[config.mk]
export PLATFORM = sky130hd
export DESIGN_NAME = dmem_arbiter
export DESIGN_NICKNAME = d
export VERILOG_FILES = /design/src/rtl/dmem_arbiter.sv
export SDC_FILE = /design/constraint.sdc
export NUM_CORES = 1
export LEC_CHECK = 0
export CORE_MARGIN = 1
export CORE_UTILIZATION = 48
export CTS_CLUSTER_DIAMETER = 80
export DETAILED_ROUTE_END_ITERATION = 8
export GPL_ROUTABILITY_DRIVEN = 0
export GPL_TIMING_DRIVEN = 1
export PLACE_DENSITY_LB_ADDON = 0.2
export SLEW_MARGIN = 20
export SYNTH_ARGS = -nofsm -noshare
export SYNTH_HDL_FRONTEND = slang
export SYNTH_SLANG_ARGS = --single-unit
[constraint.sdc]
create_clock -name clock -period 3.6 [get_ports clock]
set_input_delay 1.08 -clock clock [delete_from_list [all_inputs] [get_ports clock]]
set_output_delay 1.08 -clock clock [all_outputs]
set_load 0.02 [all_outputs]
[src/rtl/dmem_arbiter.sv]
// dmem_arbiter: round-robin arbiter and access sequencer sharing one data memory between the core and the loader
module dmem_arbiter #(
    parameter int ADDR_W = 8,
    parameter int DATA_W = 8,
    parameter int RD_LAT = 2
) (
    input  logic              clock,
    input  logic              reset,
    input  logic [1:0]        core_mcontrol,
    input  logic [ADDR_W-1:0] core_addr,
    input  logic [DATA_W-1:0] core_wdata,
    output logic [DATA_W-1:0] core_rdata,
    output logic              core_done,
    output logic              core_stall,
    input  logic              ld_req,
    input  logic              ld_we,
    input  logic [ADDR_W-1:0] ld_addr,
    input  logic [DATA_W-1:0] ld_wdata,
    output logic              ld_grant,
    output logic [DATA_W-1:0] ld_rdata,
    output logic              ld_done,
    output logic              mem_en,
    output logic              mem_we,
    output logic [ADDR_W-1:0] mem_addr,
    output logic [DATA_W-1:0] mem_wdata,
    input  logic [DATA_W-1:0] mem_rdata
);
    typedef enum logic [1:0] {IDLE, ISSUE, WAIT, DONE} state_t;
    state_t     state;
    logic       owner_ld;
    logic       last_ld;
    logic       we_q;
    logic [2:0] cnt;
    logic       core_req;
    logic       grant_ld;
    logic       grant_we;
    assign core_req   = core_mcontrol == 2'b01 || core_mcontrol == 2'b10;
    assign grant_ld   = ld_req && (!core_req || !last_ld);
    assign grant_we   = grant_ld ? ld_we : core_mcontrol == 2'b10;
    assign core_stall = core_req && !core_done;
    // mem_addr/mem_wdata double as the captured request; mem_en/mem_we are only raised for the ISSUE cycle
    always_ff @(posedge clock or posedge reset) begin
        if (reset) begin
            state      <= IDLE;
            owner_ld   <= 1'b0;
            last_ld    <= 1'b1;
            we_q       <= 1'b0;
            cnt        <= 3'd0;
            core_rdata <= '0;
            ld_rdata   <= '0;
            core_done  <= 1'b0;
            ld_done    <= 1'b0;
            ld_grant   <= 1'b0;
            mem_en     <= 1'b0;
            mem_we     <= 1'b0;
            mem_addr   <= '0;
            mem_wdata  <= '0;
        end else begin
            case (state)
                IDLE: if (core_req || ld_req) begin
                    state     <= ISSUE;
                    owner_ld  <= grant_ld;
                    last_ld   <= grant_ld;
                    we_q      <= grant_we;
                    mem_en    <= 1'b1;
                    mem_we    <= grant_we;
                    mem_addr  <= grant_ld ? ld_addr : core_addr;
                    mem_wdata <= grant_ld ? ld_wdata : core_wdata;
                    ld_grant  <= grant_ld;
                end
                ISSUE: begin
                    mem_en <= 1'b0;
                    mem_we <= 1'b0;
                    if (we_q) begin
                        state     <= DONE;
                        core_done <= !owner_ld;
                        ld_done   <= owner_ld;
                    end else begin
                        state <= WAIT;
                        cnt   <= 3'(RD_LAT - 1);
                    end
                end
                WAIT: if (cnt == 3'd0) begin
                    state     <= DONE;
                    core_done <= !owner_ld;
                    ld_done   <= owner_ld;
                    if (owner_ld) ld_rdata <= mem_rdata;
                    else core_rdata <= mem_rdata;
                end else begin
                    cnt <= cnt - 3'd1;
                end
                DONE: begin
                    state     <= IDLE;
                    core_done <= 1'b0;
                    ld_done   <= 1'b0;
                    ld_grant  <= 1'b0;
                end
            endcase
        end
    end
endmodule
==> results of run 1 <==
## cell families (layout without fill, tap and decap cells)
logic type               count (synthesis)  after routing
AO/OA/AOI/OAI                           70             70
multiplexers                            22             22
adder cells (fa/ha/maj)                  8              8
flip-flops                              45             45
buffers and inverters                   29            110
AND/OR/NAND/NOR                         42             42
## placed cells by master (no fill, tap or decap), drive strengths merged, types with 3 or more instances in the layout
master,n
clkdlybuf4s50,82
dfrtp,44
o21ai,22
a21oi,20
nand3,20
mux2,20
a31oi,19
inv,12
nor2,8
ha,8
buf,7
clkbuf,5
nor2b,5
nand2,3
a22oi,3
## final cells by class
cell class	instances	area share
Timing Repair Buffer	90	0.2703
Inverter	12	0.01361
Multi-Input combinational cell	142	0.3153
Clock inverter	3	0.01966
Tap cell	52	0.01966
Clock buffer	5	0.02079
Sequential cell	45	0.3406
## state kept, by name, summed over array words and instances (netlist names)
| signal | flops |
|---|---|
| mem_en | 1 |
| core_done | 1 |
| mem_wdata | 8 |
| ld_done | 1 |
| ld_rdata | 8 |
| mem_addr | 8 |
| last_ld | 1 |
| mem_we | 1 |
| core_rdata | 8 |
| cnt | 3 |
| we_q | 1 |
| ld_grant | 1 |
| owner_ld | 1 |
| state | 2 |
## worst register-to-register path: stages (launching register included)
cell and delay [ns]:
dfrtp_1 0.43, inv_1 0.15, ha_1 0.51, and2_1 0.49, buf_12 0.20, a32oi_1 0.09
## per-layer routing
metal  up-vias  global-route usage
met5         -                   0
met4         0             0.06100
met3         5             0.07032
met2        68              0.3778
met1       903              0.2790
li1        936                   -
## worst max path at each step
| stage | endpoint | depth (start not counted) | slack, ns |
|---|---|---|---|
| detailed placement | core_stall | 5 | -0.09 |
| CTS | core_stall | 5 | 0.18 |
| floorplan | core_stall | 3 | 0.77 |
| global route | core_stall | 5 | 0.10 |
| global placement | core_stall | 5 | -0.09 |
| finish | core_stall | 5 | 0.19 |
## through the flow
| stage | power [mW] | setup TNS [ns] |
|---|---|---|
| floorplan | 1.897 | 0 |
| global placement | 2.472 | -0.09293 |
| detailed placement | 2.517 | -0.09153 |
| CTS | 2.974 | 0 |
| global route | 3.143 | 0 |
| finish | 2.949 | 0 |
## power by group through the flow
stage / clock, mW / combinational [mW] / sequential (mW)
after floorplan: 0 / 0.734 / 1.16
after global placement: 0 / 1.56 / 0.911
after detailed placement: 0 / 1.59 / 0.924
after CTS: 0.454 / 1.60 / 0.917
after global routing: 0.476 / 1.72 / 0.948
final: 0.447 / 1.59 / 0.916
==> flow_summary.toml, run 1 <==
[synth]
yosysMostFrequentCell = "dfrtp_1"
syn-cell-area_sq_um = 2325
async_flop_share = 1.000
ys_top_cells_by_area = "dfrtp_1, mux2_2, a31oi_2, a21oi_1, ha_1"
synth-compound-area-share = 0.2002
postSynthAreaPerCell_sq_um = 10.76
ys.flop_type = "dfrtp_1"
synth_enable_flop_cells = 0
synthAdderAreaFrac = 0.04306
synth_cell_types = 33
synth.top_cell.area_share = 0.4736
post-synth-top-area-cell = "dfrtp_1"
yosys-top-cells-count = "dfrtp_1, a21oi_1, nand3_1, mux2_2, o21ai_0"
synth_mux_area_frac = 0.1055
synth_xor_area_frac = 0
yosys.area_share.simple = 0.1001
syn_inst = 216
synth-seq-cells = 45
synthesis.nets = 270
ys_seq_area_frac = 0.4849
synth_top_family_by_area = "compound AO/OA/AOI/OAI gates"
ys_warn_count = 0

[critical_path]
path_cells = "clkdlybuf4s50_1, inv_1, ha_1, nor2_1, dlygate4sd2_1"
end_kind = "primary output"
r2r_start = "state[0]$_DFFE_PP0P_"
path_class = "input pin to primary output"
worst-path-max-fanout = 2
r2r_slack_ns = 1.59
cpLargestDelayFamily = "buffers and inverters"
rr_endpoint = "mem_we$_DFFE_PP0P_"
slowest_delay_ns = 0.45
worstPathArrival_ns = 2.33
required_ns = 2.52
cp_slowest_cell = "clkdlybuf4s50_1"
startpoint = "core_mcontrol[0]"
crit_buf_inv = 3
critPathLaunchType = "input pin"
r2r_cells = 5

[place]
hpwl_um = 3786
dp.cells = 341
numPortBuffers = 83
place_ws_ns = -0.09153
dpl-instance-area_sq_um = 3177

[cells_and_area]
final_nets = 350
seqCellArea_sq_um = 1127
fin_cells = 349
n_fill_cell = 349
fin_util = 0.7347
multiInputGateArea_sq_um = 1044
finish.instance_area_sq_um = 3309
drive_gt1_frac = 0.1616
n_antenna_cell = 0
area_delta_synth_final_pct = 42.36

[route]
routed-via-count = 1912
ant_nets = 0
drcViolationCount = 0
first_pass_iters = 4
post_drt_wl_per_cell_um = 15.09
wirelength_met1_um = 2287
wirelength_um = 5265
met3_length_um = 361
drt_iter0_markers = 90
maxUsedRoutingLayer = "met4"
route.met2.wl_um = 2563
vias_per_cell = 5.479

[clocking]
clock_sinks = 45
hold_buffers = 0
post_cts_resized = 1
cts_tree = "done"
cts_buffer_depth = 2
worstSkewPairLatency_ns = 0.30
root_buffer = "clkbuf_8"
cts.reportedPaths.clkPinSlew_ns = 0.09
cts-htree-levels = 2
cts_made_buffers = 5
cts_setup_buffers = 0

[timing]
holdWs_ns = 0.4987
rsz0062_at_grt = "no"
period_minus_slack_ns = 3.414
fmax_mhz = 292.9
max_slew_margin = 0.3898
tightest_slew_ns = 0.9139
finalWorstSetupSlack_ns = 0.1855
slew_violations = 0
finClkSkew_ns = 0.008178
post-route-period-util = 0.9485
final_hold_viol_count = 0
setup_viol = 0

[power]
p_seq_frac = 0.311
comb_power_share = 0.538
peakVddDrop_uv = 422.7
p_leak_nw = 1.346
power.density_nw_per_um2 = 891.1
switching_share = 0.3834
pwr-share-clk = 0.152
p_int_mw = 1.818
switchingPower_mw = 1.131

[worst_hold_path]
holdPathEnd = "ld_done$_DFFE_PP0P_"
min_from = "ld_done$_DFFE_PP0P_"
whs_path_depth = 1
min_path_type = "register to register"

[floorplanning]
rows = 24
core_sq_um = 4504
die_area_sq_um = 5126
dieWidth_um = 71.60
die_h_um = 71.60
start_util = 0.5161
io_pins = 84

[outcome]
status = "completed"

[global_route]
grt_overflow_total = 0
track_usage = 0.2236
grt_pass1_vias = 1879
grt_pass1_wl_um = 8866
grt_max_degree = 46
antenna_found_initial = 0

[job]
cap_violations = 0
Power figures use the tool's default switching activity.
==> run 2: changes to the inputs <==
Settings changed: CORE_UTILIZATION 48 to 45.
Clock period 3.6 ns to 3.9 ns, I/O delays scaled along.
==> run 2 against run 1 <==
Compared with the run above:
- final area down 1.2%
- sequential power down 7.6%
- first-iteration DRC count down 13%
- largest cell class unchanged
- total power down 13%
- worst hold slack worse by 0.0028 ns
- cell count up 4.3%
- clock skew down 0.0056 ns
- largest power group unchanged
==> flow_summary.toml, run 2 (synthesis gave the netlist of run 1 again) <==
[global_route]
antenna_found_initial = 0
track_usage = 0.2036
grt_max_degree = 46
grt_overflow_total = 0
grt_pass1_wl_um = 8445
grt_pass1_vias = 1822

[route]
ant_nets = 0
vias_per_cell = 5.280
post_drt_wl_per_cell_um = 14.04
met3_length_um = 352
route.met2.wl_um = 2521
drcViolationCount = 0
wirelength_met1_um = 2192
routed-via-count = 1922
maxUsedRoutingLayer = "met4"
first_pass_iters = 4
wirelength_um = 5109
drt_iter0_markers = 78

[timing]
post-route-period-util = 0.8960
finClkSkew_ns = 0.002591
slew_violations = 0
max_slew_margin = 0.3799
setup_viol = 0
fmax_mhz = 286.2
setup_tns_ns = 0
final_hold_viol_count = 0
finalWorstSetupSlack_ns = 0.4056
period_minus_slack_ns = 3.494
rsz0062_at_grt = "no"
tightest_slew_ns = 0.9288

[worst_hold_path]
whs_path_depth = 1
min_path_type = "register to register"
min_from = "ld_done$_DFFE_PP0P_"
holdPathEnd = "ld_done$_DFFE_PP0P_"

[critical_path]
end_kind = "primary output"
worst-path-max-fanout = 2
rr_endpoint = "mem_wdata[0]$_DFFE_PP0P_"
r2r_cells = 6
path_class = "input pin to primary output"
path_cells = "clkdlybuf4s50_1, inv_1, ha_1, nor2_1, dlymetal6s2s_1"
critPathLaunchType = "input pin"
r2r_start = "state[0]$_DFFE_PP0P_"
startpoint = "core_mcontrol[0]"
r2r_slack_ns = 1.90
cp_slowest_cell = "clkdlybuf4s50_1"
slowest_delay_ns = 0.45
required_ns = 2.73
worstPathArrival_ns = 2.32

[power]
power.density_nw_per_um2 = 784.2
p_seq_frac = 0.330
finalPower_mw = 2.563
p_int_mw = 1.539
peakVddDrop_uv = 322.3
pwr-share-clk = 0.108
switching_share = 0.3996
switchingPower_mw = 1.024
p_leak_nw = 1.331
comb_power_share = 0.561

[clocking]
worstSkewPairLatency_ns = 0.29
cts_buffer_depth = 2
clock_sinks = 45
post_cts_resized = 0
cts_made_buffers = 5
cts.reportedPaths.clkPinSlew_ns = 0.08
cts_setup_buffers = 0
cts_tree = "done"
root_buffer = "clkbuf_8"
cts-htree-levels = 2
hold_buffers = 0

[cells_and_area]
fin_cells = 364
area_delta_synth_final_pct = 40.58
finish.instance_area_sq_um = 3268
drive_gt1_frac = 0.1582
n_antenna_cell = 0
layout_commonest_cell = "clkdlybuf4s50_1"
multiInputGateArea_sq_um = 1044
seqCellArea_sq_um = 1127
n_fill_cell = 408
final_nets = 350
final_cell_mix = "clkdlybuf4s50_1, dfrtp_1, a21oi_1"

[place]
hpwl_um = 3694
dpl-instance-area_sq_um = 3183
place_ws_ns = 0.01634
numPortBuffers = 83
dp.cells = 356

[job]
cap_violations = 0

[floorplanning]
io_pins = 84
die_area_sq_um = 5458
core_sq_um = 4848
start_util = 0.4795
die_h_um = 73.88
rows = 25
dieWidth_um = 73.88

[outcome]
status = "completed"
-- run 2: cell count changes in the layout (fill, tap and decap cells not counted), sizes merged --
cell	change
dlymetal6s2s	+1
clkbuf	+1
clkinv	+1
bufinv	-2
dlygate4sd2	-1
-- run 2: cell type report --
cell class              instances  share of cell area
clock inverters                 2            0.003063
flip-flops and latches         45              0.3449
inverters                      12             0.01378
clock buffers                   6             0.02221
multi-input cells             142              0.3193
repair buffers                 90              0.2711
well taps                      67             0.02565
-- run 2: per-layer routing --
layer,vias to the layer above,GRT usage
met3,4,0.05898
met2,69,0.3344
met1,911,0.2626
met4,0,0.05556
met5,-,0
li1,938,-
-- run 2: metrics by stage --
| stage | hold slack (ns) | utilization |
|---|---|---|
| final | 0.4960 | 0.6741 |
| after detailed placement | 0.4789 | 0.6565 |
| after global placement | 0.4697 | 0.6565 |
| after CTS | 0.4976 | 0.6735 |
| after global routing | 0.5273 | 0.6741 |
| after floorplan | 0.4939 | - |
-- run 2: worst max path at each step --
stage | endpoint
after floorplan | core_stall
after global placement | core_stall
after detailed placement | core_stall
after CTS | core_stall
after global routing | core_stall
final | core_stall
-- run 2: critical path, delay by kind of cell --
family,cells,cell delay (ns)
buffers and inverters,3,0.72
adders and majority gates,1,0.33
and+or+nand+nor,1,0.10
-- run 2: power groups by stage --
stage / registers, mW / clock network (mW) / logic, mW
2_1_floorplan: 1.07 / 0 / 0.678
3_3_place_gp: 0.845 / 0 / 1.42
3_5_place_dp: 0.853 / 0 / 1.45
4_1_cts: 0.846 / 0.285 / 1.46
5_1_grt: 0.876 / 0.304 / 1.56
6_report: 0.846 / 0.278 / 1.44
==> run 3: changes to the inputs <==
Settings changed: CORE_UTILIZATION 45 to 40.
Clock period 3.9 ns to 3 ns, I/O delays scaled along.
==> run 3 against run 2 <==
Compared with the run above:
- via count grew 0.21%
- non-clock buffer count grew 4
- clock skew grew 0.0051 ns
- cell count grew 2.5%
- sequential power grew 31%
- global-route usage shrank 1.5 points
- critical endpoint unchanged
- largest power group unchanged
- clock power grew 41%
- utilization shrank 7.6 points
- register-to-register slack lost 0.76 ns
- highest routed layer unchanged
==> flow_summary.toml, run 3 (synthesis gave the netlist of run 1 again) <==
[global_route]
antenna_found_initial = 0
track_usage = 0.1886
grt_max_degree = 23
grt_pass1_wl_um = 9039
grt_overflow_total = 0
grt_pass1_vias = 1982

[critical_path]
worstPathArrival_ns = 2.06
path_class = "input pin to primary output"
critPathLaunchType = "input pin"
end_kind = "primary output"
worst-path-max-fanout = 2
required_ns = 2.10

[timing]
fmax_mhz = 338.3
setup_viol = 0
slew_violations = 0
finClkSkew_ns = 0.007718
period_minus_slack_ns = 2.956
rsz0062_at_grt = "no"
max_slew_margin = 0.6557
post-route-period-util = 0.9854
setup_tns_ns = 0
final_hold_viol_count = 0
tightest_slew_ns = 0.5159

[clocking]
hold_buffers = 0
post_cts_resized = 3
cts-htree-levels = 2
cts_made_buffers = 5
root_buffer = "clkbuf_8"
cts.reportedPaths.clkPinSlew_ns = 0.09
cts_setup_buffers = 0
clock_sinks = 45
cts_tree = "done"
cts_buffer_depth = 2
worstSkewPairLatency_ns = 0.30

[cells_and_area]
drive_gt1_frac = 0.1761
n_fill_cell = 516
final_cell_mix = "clkdlybuf4s50_1, dfrtp_1, a21oi_1"
layout_commonest_cell = "clkdlybuf4s50_1"
area_delta_synth_final_pct = 42.57
final_nets = 354
n_antenna_cell = 0

[route]
drt_iter0_markers = 67
ant_nets = 0
post_drt_wl_per_cell_um = 14.17
wirelength_um = 5285
drcViolationCount = 0
routed-via-count = 1926
vias_per_cell = 5.164
first_pass_iters = 4

[job]
cap_violations = 0

[floorplanning]
die_area_sq_um = 6121
die_h_um = 78.24
core_sq_um = 5540
start_util = 0.4196
rows = 27
io_pins = 84
dieWidth_um = 78.24

[place]
hpwl_um = 3971
numPortBuffers = 83

[power]
power.density_nw_per_um2 = 1016
finalPower_mw = 3.369
p_leak_nw = 1.336
peakVddDrop_uv = 409.2

[worst_hold_path]
min_path_type = "register to register"

[outcome]
status = "completed"
==> run 3: cell types whose count changed in the layout (fill, tap and decap cells not counted), sizes merged <==
cell | previous run | this run
buf | 7 | 11
clkbuf | 6 | 5
clkdlybuf4s15 | 0 | 1
clkinv | 2 | 0
clkinvlp | 0 | 1
dlymetal6s2s | 1 | 0
inv | 12 | 14
==> run 3: stage by stage <==
stage	cell area [sq um]	setup WS [ns]	hold slack (ns)	instances	utilization
floorplan	2325	0.5285	0.4939	216	-
global placement	3219	-0.2998	0.4759	365	0.5811
detailed placement	3219	-0.3074	0.4841	365	0.5811
CTS	3314	0.03431	0.5060	373	0.5982
global route	3314	0.0004272	0.5154	373	0.5982
finish	3314	0.04389	0.4960	373	0.5982
==> run 3: cell type report <==
cell class	instances	area, sq um	area share
inverters	12	45.04	0.01359
clock buffers	5	68.82	0.02076
clock inverters	3	25.02	0.007550
multi-input cells	142	1044	0.3148
flip-flops and latches	45	1127	0.3401
repair buffers	94	914.6	0.2760
well taps	72	90.09	0.02718
==> run 3: worst paths after layout <==
path	slack [ns]	from	to	cells past startpoint
setup / recovery	0.04	core_mcontrol[0]	core_stall	5
hold / removal	0.50	ld_done$_DFFE_PP0P_	ld_done$_DFFE_PP0P_	1
setup reg to reg	1.14	state[0]$_DFFE_PP0P_	mem_we$_DFFE_PP0P_	6
hold reg to reg	0.50	ld_done$_DFFE_PP0P_	ld_done$_DFFE_PP0P_	1
max in group asynchronous	1.55	reset	last_ld$_DFFE_PP1P_	3
min in group asynchronous	0.85	reset	ld_rdata[1]$_DFFE_PP0P_	2
==> run 3: per-layer routing <==
| layer | track usage | wire length, um | vias to the layer above |
|---|---|---|---|
| met4 | 0.05370 | 63 | 0 |
| li1 | - | - | 945 |
| met2 | 0.3272 | 2554 | 66 |
| met1 | 0.2256 | 2290 | 908 |
| met5 | 0 | 0 | - |
| met3 | 0.05581 | 378 | 7 |
==> run 3: power by group <==
part	switching [mW]	leakage, nW	internal, mW
sequential	0.190	0.521	0.917
combinational	0.941	0.770	0.929
clock	0.222	0.0452	0.170
total	1.35	1.34	2.02
==> run 3: worst max-delay path, stage by stage <==
cell and delay, ns:
clkdlybuf4s50_1 0.45, inv_1 0.04, ha_1 0.30, nor2_1 0.11, clkdlybuf4s15_2 0.26
